==> config.mk <==
export PLATFORM = sky130hd
export DESIGN_NAME = mips_control_sequencer
export DESIGN_NICKNAME = d
export VERILOG_FILES = /design/src/rtl/mips_control_sequencer.sv
export SDC_FILE = /design/constraint.sdc
export NUM_CORES = 1
export LEC_CHECK = 0
export ABC_AREA = 0
export BUFFER_PORTS_ARGS = -buffer_cell sky130_fd_sc_hd__buf_2
export CORE_MARGIN = 8
export CORE_UTILIZATION = 45
export DETAILED_ROUTE_END_ITERATION = 6
export PLACE_DENSITY = 0.72
export SYNTH_ARGS = -nofsm -noshare
export SYNTH_HDL_FRONTEND = slang
export SYNTH_SLANG_ARGS = --single-unit
==> constraint.sdc <==
create_clock -name clk -period 2.12 [get_ports clk]
set_clock_uncertainty 0.1 [all_clocks]
set_input_delay 0.106 -clock clk [delete_from_list [all_inputs] [get_ports clk]]
set_output_delay 0.106 -clock clk [all_outputs]
set_load 0.005 [all_outputs]
==> src/rtl/mips_control_sequencer.sv <==
// -----------------------------------------------------------------------------
// mips_control_sequencer
//
// Next-state engine for the multi-cycle MIPS32 control unit. Holds the current
// control-state number and walks it through the ten-state fetch / decode /
// execute FSM using the instruction opcode. The state bus feeds the existing
// combinational control-signal decoder (its op input). On top of the classic
// FSM this block adds memory-wait stalling, run/halt gating, illegal-opcode
// detection and a retired-instruction counter.
//
// Ports:
//   clk           in   rising-edge system clock
//   reset         in   synchronous, active-high reset (dominates everything)
//   run           in   1 = sequencer may advance, 0 = freeze all state
//   opcode        in   instruction[31:26], sampled only in decode / mem-address
//   mem_ready     in   memory completed this cycle's access
//   state         out  current control state (to decoder op input)
//   illegal_op    out  one-cycle pulse when decode sees an unsupported opcode
//   halted        out  sticky halt flag (only ever set when HALT_ON_ILLEGAL=1)
//   instr_retired out  count of completed instructions, wraps modulo 2^COUNT_W
// -----------------------------------------------------------------------------
module mips_control_sequencer #(
    parameter int STATE_W         = 6,
    parameter int COUNT_W         = 32,
    parameter bit HALT_ON_ILLEGAL = 1'b0
) (
    input  logic               clk,
    input  logic               reset,
    input  logic               run,
    input  logic [5:0]         opcode,
    input  logic               mem_ready,
    output logic [STATE_W-1:0] state,
    output logic               illegal_op,
    output logic               halted,
    output logic [COUNT_W-1:0] instr_retired
);

    typedef enum logic [STATE_W-1:0] {
        FETCH    = STATE_W'(0),
        DECODE   = STATE_W'(1),
        R_EXEC   = STATE_W'(2),
        R_WB     = STATE_W'(3),
        BEQ_EXEC = STATE_W'(4),
        MEM_ADDR = STATE_W'(5),
        SW_WRITE = STATE_W'(6),
        LW_READ  = STATE_W'(7),
        LW_WB    = STATE_W'(8),
        JUMP     = STATE_W'(9)
    } ctrlState_t;

    localparam logic [5:0] OP_RTYPE = 6'b000000;
    localparam logic [5:0] OP_LW    = 6'b100011;
    localparam logic [5:0] OP_SW    = 6'b101011;
    localparam logic [5:0] OP_BEQ   = 6'b000100;
    localparam logic [5:0] OP_J     = 6'b000010;

    ctrlState_t curState;

    assign state = curState;

    always_ff @(posedge clk) begin
        if (reset) begin
            curState      <= FETCH;
            illegal_op    <= 1'b0;
            halted        <= 1'b0;
            instr_retired <= '0;
        end else begin
            // illegal_op is a pulse: cleared every cycle unless decode re-raises it
            illegal_op <= 1'b0;
            // run=0 or a sticky halt freezes everything, including pending mem_ready
            if (run && !halted) begin
                case (curState)
                    FETCH: begin
                        if (mem_ready) curState <= DECODE;
                    end
                    DECODE: begin
                        case (opcode)
                            OP_RTYPE:     curState <= R_EXEC;
                            OP_LW, OP_SW: curState <= MEM_ADDR;
                            OP_BEQ:       curState <= BEQ_EXEC;
                            OP_J:         curState <= JUMP;
                            default: begin
                                // Unsupported opcode: abandon the instruction
                                // without retiring it; optionally stop for good.
                                curState   <= FETCH;
                                illegal_op <= 1'b1;
                                if (HALT_ON_ILLEGAL) halted <= 1'b1;
                            end
                        endcase
                    end
                    R_EXEC: curState <= R_WB;
                    R_WB: begin
                        curState      <= FETCH;
                        instr_retired <= instr_retired + COUNT_W'(1);
                    end
                    BEQ_EXEC: begin
                        curState      <= FETCH;
                        instr_retired <= instr_retired + COUNT_W'(1);
                    end
                    MEM_ADDR: begin
                        // Decode only lets LW/SW in here; anything else means the
                        // instruction register changed underneath us, so refetch.
                        if (opcode == OP_LW)      curState <= LW_READ;
                        else if (opcode == OP_SW) curState <= SW_WRITE;
                        else                      curState <= FETCH;
                    end
                    SW_WRITE: begin
                        if (mem_ready) begin
                            curState      <= FETCH;
                            instr_retired <= instr_retired + COUNT_W'(1);
                        end
                    end
                    LW_READ: begin
                        if (mem_ready) curState <= LW_WB;
                    end
                    LW_WB: begin
                        curState      <= FETCH;
                        instr_retired <= instr_retired + COUNT_W'(1);
                    end
                    JUMP: begin
                        curState      <= FETCH;
                        instr_retired <= instr_retired + COUNT_W'(1);
                    end
                    // Unreachable encodings recover silently to fetch
                    default: curState <= FETCH;
                endcase
            end
        end
    end

endmodule

Word-level counts from Yosys, hierarchy flattened
Index checks and enable logic that the tools add are counted.

Reductions and logical operators: 9. Add/subtract/negate cells: 1. Mux-type cells: 10. Eq/ne operators: 16. Bitwise logic cells: 2.

Operators with widths (count): $pmux W32 S2 (1); $pmux W6 S6 (1); $add A32 B1 Y32 const B (1); $mux W32 (1); $eq A6 B3 Y1 const B (5); $eq A6 B2 Y1 const B (3); $mux W6 (3); $pmux W4 S4 (1); $eq A6 B4 Y1 const B (2); $eq A6 B6 Y1 const B (2); $logic_not A6 Y1 (2); $eq A6 B1 Y1 const B (1); $mux W3 (2); $ne A2 B2 Y1 const B (3); $reduce_or A5 Y1 (1); $reduce_and A4 Y1 (1); $reduce_or A4 Y1 (1); $reduce_and A3 Y1 (1); $reduce_or A3 Y1 (1); $not A1 Y1 (2); $reduce_bool A2 Y1 (1); $reduce_or A2 Y1 (1); $mux W1 (1).

Bits of input ports: 10. Logic and storage cells: 41. Register bits: 39.

Depth between registers and ports, before layout
Gate-level depths: netlist of run 1.

Word-level depth: 4. Gate-level depth with buffers: 8. Gate-level depth less buffers: 5.

Worst setup path before layout of run 1
Ideal clock, no wire load.

Kind: reg-to-reg. From: register curState[2], in the netlist state[2]. To: register instr_retired[26]. Path slack: -230 ps. Stages on the path, launching flop included: 8. Arrival: 2127 ps. Setup time: 123 ps. Period minus slack after synthesis: 2350 ps. Cells stage by stage: dfxtp_1 > buf_4 > inv_2 > or4_1 > buf_2 > a2111oi_4 > nand4_1 > mux2_1.

Word-level cells in the longest chain between the ends: 4. Elaborated cells between the ends (all ways): 10. Those cells by class: 6 x eq/ne; 1 x mux; 3 x reduce/logical.

Ends and longest elaborated chain: start, declared (line 57) `ctrlState_t curState;`; start signal, assigned (line 63) `curState <= FETCH;`; start signal, assigned (line 74) `if (mem_ready) curState <= DECODE;`; start signal, assigned (line 78) `OP_RTYPE: curState <= R_EXEC;`; $eq A6 B4 Y1, or another cell as far along (line 72) `case (curState)`; $reduce_or A4 Y1 (no source line); $reduce_bool A2 Y1 (no source line); $reduce_and A3 Y1 (no source line); end signal, assigned (line 94) `instr_retired <= instr_retired + COUNT_W'(1);`; end signal, assigned (line 98) `instr_retired <= instr_retired + COUNT_W'(1);`; end signal, assigned (line 110) `instr_retired <= instr_retired + COUNT_W'(1);`; end, declared (line 35) `output logic [COUNT_W-1:0] instr_retired`.

Parallel ways exist; a longest one is shown, timed or not. A chain may end at the register's enable or synchronous reset.

Worst setup path in the final report of run 1
From: register curState[2], in the netlist state[2]. To: register instr_retired[28].

Same word-level chain as after synthesis.

==> flow_metrics.tcl, run 1 <==
set metrics [dict create \
    status "complete, no violations" \
    peakVddDrop_mv 0.314 \
    hold_path.class "in -> reg" \
    setup_viol 0 \
    grt_pass1_vias 1916 \
    synthesis.area_um2 2000 \
    final_max_slew_viol_count 0 \
    layout.nets 329 \
    drt_iter0_markers 136 \
    die_x_um 82.7 \
    dieArea_um2 6850 \
    hold_viol 0 \
    h-tree-depth 2 \
    start_util_pct 46.4 \
    post-route-worst-setup-slack_ns 0.0271 \
    synthFlopType "dfxtp_1" \
    ios 50 \
    grt_overflow 0 \
    fin_crit_sh_pct 98.7 \
    core-area_um2 4320 \
    clock_latency_ns 0.30 \
    critPathMaxFanout 4 \
    port_buffers 46 \
    antenna_found_initial 0 \
    crit_type "reg -> reg" \
    cts_tree "yes" \
    utilization_pct 60.5 \
    vias 2084 \
    grt_pass1_wl_um 8690 \
    power-per-cell-area_nw_per_um2 538 \
    n_antenna_cell 0 \
    holdWs_ns 0.0215 \
    final_cell_mix "buf_2 (46), dfxtp_1 (36), nor2_1 (32), buf_4 (27), nand2_1 (18)" \
    yosysWarnings 0 \
    cp-end-kind "register" \
    seq_area_frac_synth_pct 37.0 \
    cap_violations 0 \
    ant_nets 0 \
    final_common_cell "buf_2" \
    vias_per_cell 5.62 \
    leakagePower_nw 1.05 \
    cp_data_required_time_ns 2.21 \
    syn_avg_cell_area_um2 8.02 \
    min_period_ns 2.09 \
    drt-total-wl_um 5320 \
    rows 24 \
    dp.cells 359 \
    max_freq_mhz 478 \
    wl_per_cell_um 14.3 \
    cts_buffer_depth 2 \
    hpwl_um 3980 \
    layout-drive-gt1-share_pct 30.4 \
    cts_root_buffer "clkbuf_8" \
    placed_cell_area_um2 2430 \
    ys_ff_latch 37 \
    rsz0062_at_grt "true" \
    cts_sinks 37 \
    async_flop_share_pct 0 \
    cts_buffers 5 \
    die_h_um 82.7 \
    post-route-drc-count 0 \
    yosysUniqueCellTypes 45 \
    post-place-ws_ns -0.0498 \
    setup_tns_ns 0 \
    grt_util_all_layers_pct 16.1 \
    crit_path_start_kind "register" \
    dr.pass1.iters 4 \
    synthCells 250 \
    synth_edf_count 0 \
    worstPathArrival_ns 2.18 \
    clk_pin_slew_ns 0.08 \
    fin_cells 371 \
    gp_congestion 0.856 \
    grt_max_degree 17 \
    finalPower_mw 1.41 \
    final_cell_area_um2 2620 \
    areaGrowthSynthToFinish_pct 30.5 \
]
==> area by class of cell <==
cell class              count  area, um^2
multi-input cells         191        1210
clock buffers               6        82.6
clock inverters             2        37.5
well taps                  52        65.1
flip-flops and latches     37         742
repair buffers             74         443
fillers                   429        1710
inverters                   9        33.8
==> layer usage <==
metal  wire length, um  share of wire (%)  track usage [%]
met5                 0                  0                0
met4                75                1.4             5.86
met3               331                6.2             4.33
met2              2510                 47             26.1
met1              2410                 45             19.9
==> worst max-delay path, cell delays in order (launching register included) <==
cell,delay [ns]
dfxtp_2,0.35
inv_2,0.04
or4_4,0.52
a2111oi_4,0.48
nand4_1,0.17
mux2_4,0.33
==> flip-flops by register name, summed over array words and instances (netlist names) <==
name	cells
instr_retired	32
state	4
illegal_op	1
==> power breakdown <==
| part | internal, mW | total (mW) | switching (mW) |
|---|---|---|---|
| clock network | 0.382 | 0.641 | 0.258 |
| logic | 0.0245 | 0.0679 | 0.0434 |
| registers | 0.697 | 0.698 | 0.00118 |
| total | 1.10 | 1.41 | 0.303 |
==> cell usage after synthesis (2+ instances only) <==
cell type / n / share of area [%]
dfxtp_1: 37 / 37
nor2_1: 32 / 6.0
a21oi_1: 18 / 4.5
nand2_1: 18 / 3.4
nand4_1: 13 / 4.1
nand3_1: 11 / 2.7
nor3_1: 10 / 2.5
o21ai_0: 9 / 2.2
xnor2_1: 9 / 3.9
clkbuf_1: 8 / 1.5
nor2b_1: 8 / 2.5
inv_1: 7 / 1.3
or3_1: 7 / 2.2
o21a_1: 6 / 2.2
and4_1: 5 / 2.2
mux2_1: 5 / 2.8
a211oi_1: 4 / 1.5
buf_4: 4 / 1.5
a31oi_1: 3 / 0.94
and2_1: 3 / 0.94
buf_2: 3 / 0.75
a2111oi_1: 2 / 1.0
a31o_1: 2 / 0.87
a32oi_1: 2 / 0.87
mux2_2: 2 / 1.1
o31ai_1: 2 / 0.75
or4_1: 2 / 0.75
==> kinds of logic (layout without fill, tap and decap cells) <==
| kind of cell | after synthesis | after routing | synth area share (%) |
|---|---|---|---|
| AO/OA/AOI/OAI | 56 | 56 | 19.4 |
| XOR/XNOR | 9 | 9 | 3.93 |
| adder cells (fa/ha/maj) | 1 | 1 | 0.624 |
| buffers and inverters | 24 | 91 | 5.43 |
| flip-flops | 37 | 37 | 37.0 |
| multiplexers | 8 | 8 | 4.43 |
| other | 1 | 3 | 0.187 |
| AND/OR/NAND/NOR | 114 | 114 | 29.1 |
==> timing repair <==
item                                    CTS  global route
resized for setup                         4             4
buffers inserted                          1             2
hold buffers                              1             0
pin swaps                                 2             5
endpoints found under the setup margin    6            10
hold endpoints to repair                  1             0
==> final timing paths <==
kind,start,end,slack [ns],cells after the start
max,state[2]$_SDFFE_PP0P_,instr_retired[28]$_SDFFE_PP0P_,0.03,5
min,opcode[1],illegal_op$_SDFF_PP0_,0.02,3
max reg2reg,state[2]$_SDFFE_PP0P_,instr_retired[28]$_SDFFE_PP0P_,0.03,5
min reg2reg,instr_retired[7]$_SDFFE_PP0P_,instr_retired[7]$_SDFFE_PP0P_,0.44,2
Note: power is estimated with default switching activity, not from simulation.
==> inputs of run 2 (changes only) <==
Settings changed: CORE_UTILIZATION 45 to 30, GPL_TIMING_DRIVEN set to 0, PLACE_DENSITY 0.72 to unset.
==> run 2 against run 1 <==
  * The run now ends with setup timing left
  * Die area rose by 40%
  * Final area fell by 0.77%
  * Sequential power barely moved
  * Combinational power barely moved
  * Sequential share of layout area rose by 0.51 points
  * Sequential cell count did not move
  * Core utilization fell by 20 points
  * Fmax fell by 3.1%
  * Critical path depth did not move
==> flow_metrics.tcl, run 2 (same netlist as run 1, synthesis figures left out) <==
set metrics [dict create \
    status "complete, but fails checks" \
    violations "setup timing" \
    worst_path_max_delay_cell "or4_4" \
    worst_pin_slew_ns 0.565 \
    antenna_found_initial 0 \
    crit_type "reg -> reg" \
    post-route-drc-count 0 \
    h-tree-depth 2 \
    ios 50 \
    critPathMaxFanout 6 \
    n_antenna_cell 0 \
    hold_viol 0 \
    cap_violations 0 \
    power-per-cell-area_nw_per_um2 489 \
    leakagePower_nw 0.996 \
    layout-drive-gt1-share_pct 28.7 \
    wl_per_cell_um 14.1 \
    worstPathArrival_ns 2.23 \
    largest_reg_flops 32 \
    min_period_ns 2.16 \
    post-route-worst-setup-slack_ns -0.0389 \
    cts_buffer_depth 2 \
    cp_data_required_time_ns 2.19 \
    fin_crit_sh_pct 102 \
    regMostFlops "instr_retired" \
    grt_util_all_layers_pct 11.4 \
    vias_per_cell 5.21 \
    die_h_um 97.7 \
    drt-total-wl_um 5460 \
    die_x_um 97.7 \
    grt_max_degree 12 \
    gp_congestion 0.783 \
    start_util_pct 31.2 \
    cts_tree "yes" \
    final_cell_mix "buf_2 (48), dfxtp_1 (34), nor2_1 (32), nand2_1 (18), a21oi_1 (15)" \
    drt_iter0_markers 69 \
    grt_pass1_wl_um 9000 \
    setup_viol 3 \
    ant_nets 0 \
    dr.pass1.iters 4 \
    cts_root_buffer "clkbuf_8" \
    rsz0062_at_grt "true" \
    vias 2018 \
    cp-end-kind "register" \
    crit_family "simple AND/OR/NAND/NOR gates" \
    path_buf_inv 1 \
    critPathMaxStageDelay_ns 0.57 \
    rows 29 \
    cts_sinks 37 \
    max_freq_mhz 463 \
    core-area_um2 6420 \
    grt_overflow 0 \
    peakVddDrop_mv 0.252 \
    grt_pass1_vias 1884 \
    cts_buffers 5 \
    final_max_slew_viol_count 0 \
    crit_path_start_kind "register" \
    port_buffers 46 \
    hpwl_um 3990 \
    layout.nets 321 \
    clk_pin_slew_ns 0.08 \
    slew_headroom_pct 62.4 \
    hold_path.class "in -> reg" \
    dieArea_um2 9550 \
    holdWs_ns 0.0144 \
    clock_latency_ns 0.29 \
    areaGrowthSynthToFinish_pct 29.5 \
    finalPower_mw 1.27 \
    path_cells "inv_2, or4_4, a2111oi_4, nand4_1, mux2_4" \
    final_common_cell "buf_2" \
]
-- run 2: cell types whose count changed in the layout (fill, tap and decap cells not counted), moves of 2 or more --
cell	previous run	this run
buf_2	46	48
buf_4	27	11
clkbuf_1	0	5
dfxtp_1	36	34
dfxtp_4	0	2
nor3_1	10	8
-- run 2: final cells by class --
type / count / area (um^2)
multi-input cells: 191 / 1260
fillers: 654 / 3830
repair buffers: 56 / 305
well taps: 77 / 96.3
flip-flops and latches: 37 / 749
inverters: 9 / 33.8
plain buffers: 10 / 61.3
clock buffers: 7 / 86.3
-- run 2: worst paths after layout --
path,from,to,slack (ns),cells after the start
worst max-delay path,state[2]$_SDFFE_PP0P_,instr_retired[26]$_SDFFE_PP0P_,-0.04,5
worst min-delay path,opcode[2],illegal_op$_SDFF_PP0_,0.01,3
worst max register to register,state[2]$_SDFFE_PP0P_,instr_retired[26]$_SDFFE_PP0P_,-0.04,5
worst min register to register,instr_retired[4]$_SDFFE_PP0P_,instr_retired[4]$_SDFFE_PP0P_,0.41,2
-- run 2: where the power goes --
group / switching [mW] / total, mW / internal (mW)
sequential: 0.00439 / 0.699 / 0.694
clock: 0.244 / 0.503 / 0.258
combinational: 0.0425 / 0.0677 / 0.0252
-- run 2: layer usage --
layer | vias to the layer above | GRT usage [%] | part of all wire [%]
li1 | 1025 | - | -
met1 | 939 | 13.9 | 48
met2 | 46 | 18.1 | 45
met3 | 8 | 3.83 | 5.7
met4 | 0 | 4.32 | 1.1
met5 | - | 0 | 0
-- run 2: tightest hold or removal path, cell delays in order --
cell and delay, ns:
buf_2 0.11, a221oi_1 0.08, nor2_1 0.08
-- run 2: repair_timing --
item                                   CTS  global route
endpoints found under the hold margin    1             0
setup buffers                            6             2
setup endpoints to repair               28            26
gates resized for setup                 13             9
cloned                                   1             0
hold buffers                             1             0
pin swaps                                7             5
-- run 2: through the flow --
stage / setup slack, ns / instance area, um^2 / TNS (ns) / util [%] / instances
after floorplan: -0.146 / 2050 / -0.535 / - / 252
after global placement: -0.392 / 2380 / -3.76 / 37.0 / 375
after detailed placement: -0.420 / 2380 / -4.10 / 37.0 / 375
after CTS: -0.143 / 2550 / -0.556 / 39.7 / 386
after global routing: -0.110 / 2600 / -0.963 / 40.4 / 387
final: -0.0389 / 2600 / -0.0647 / 40.4 / 387
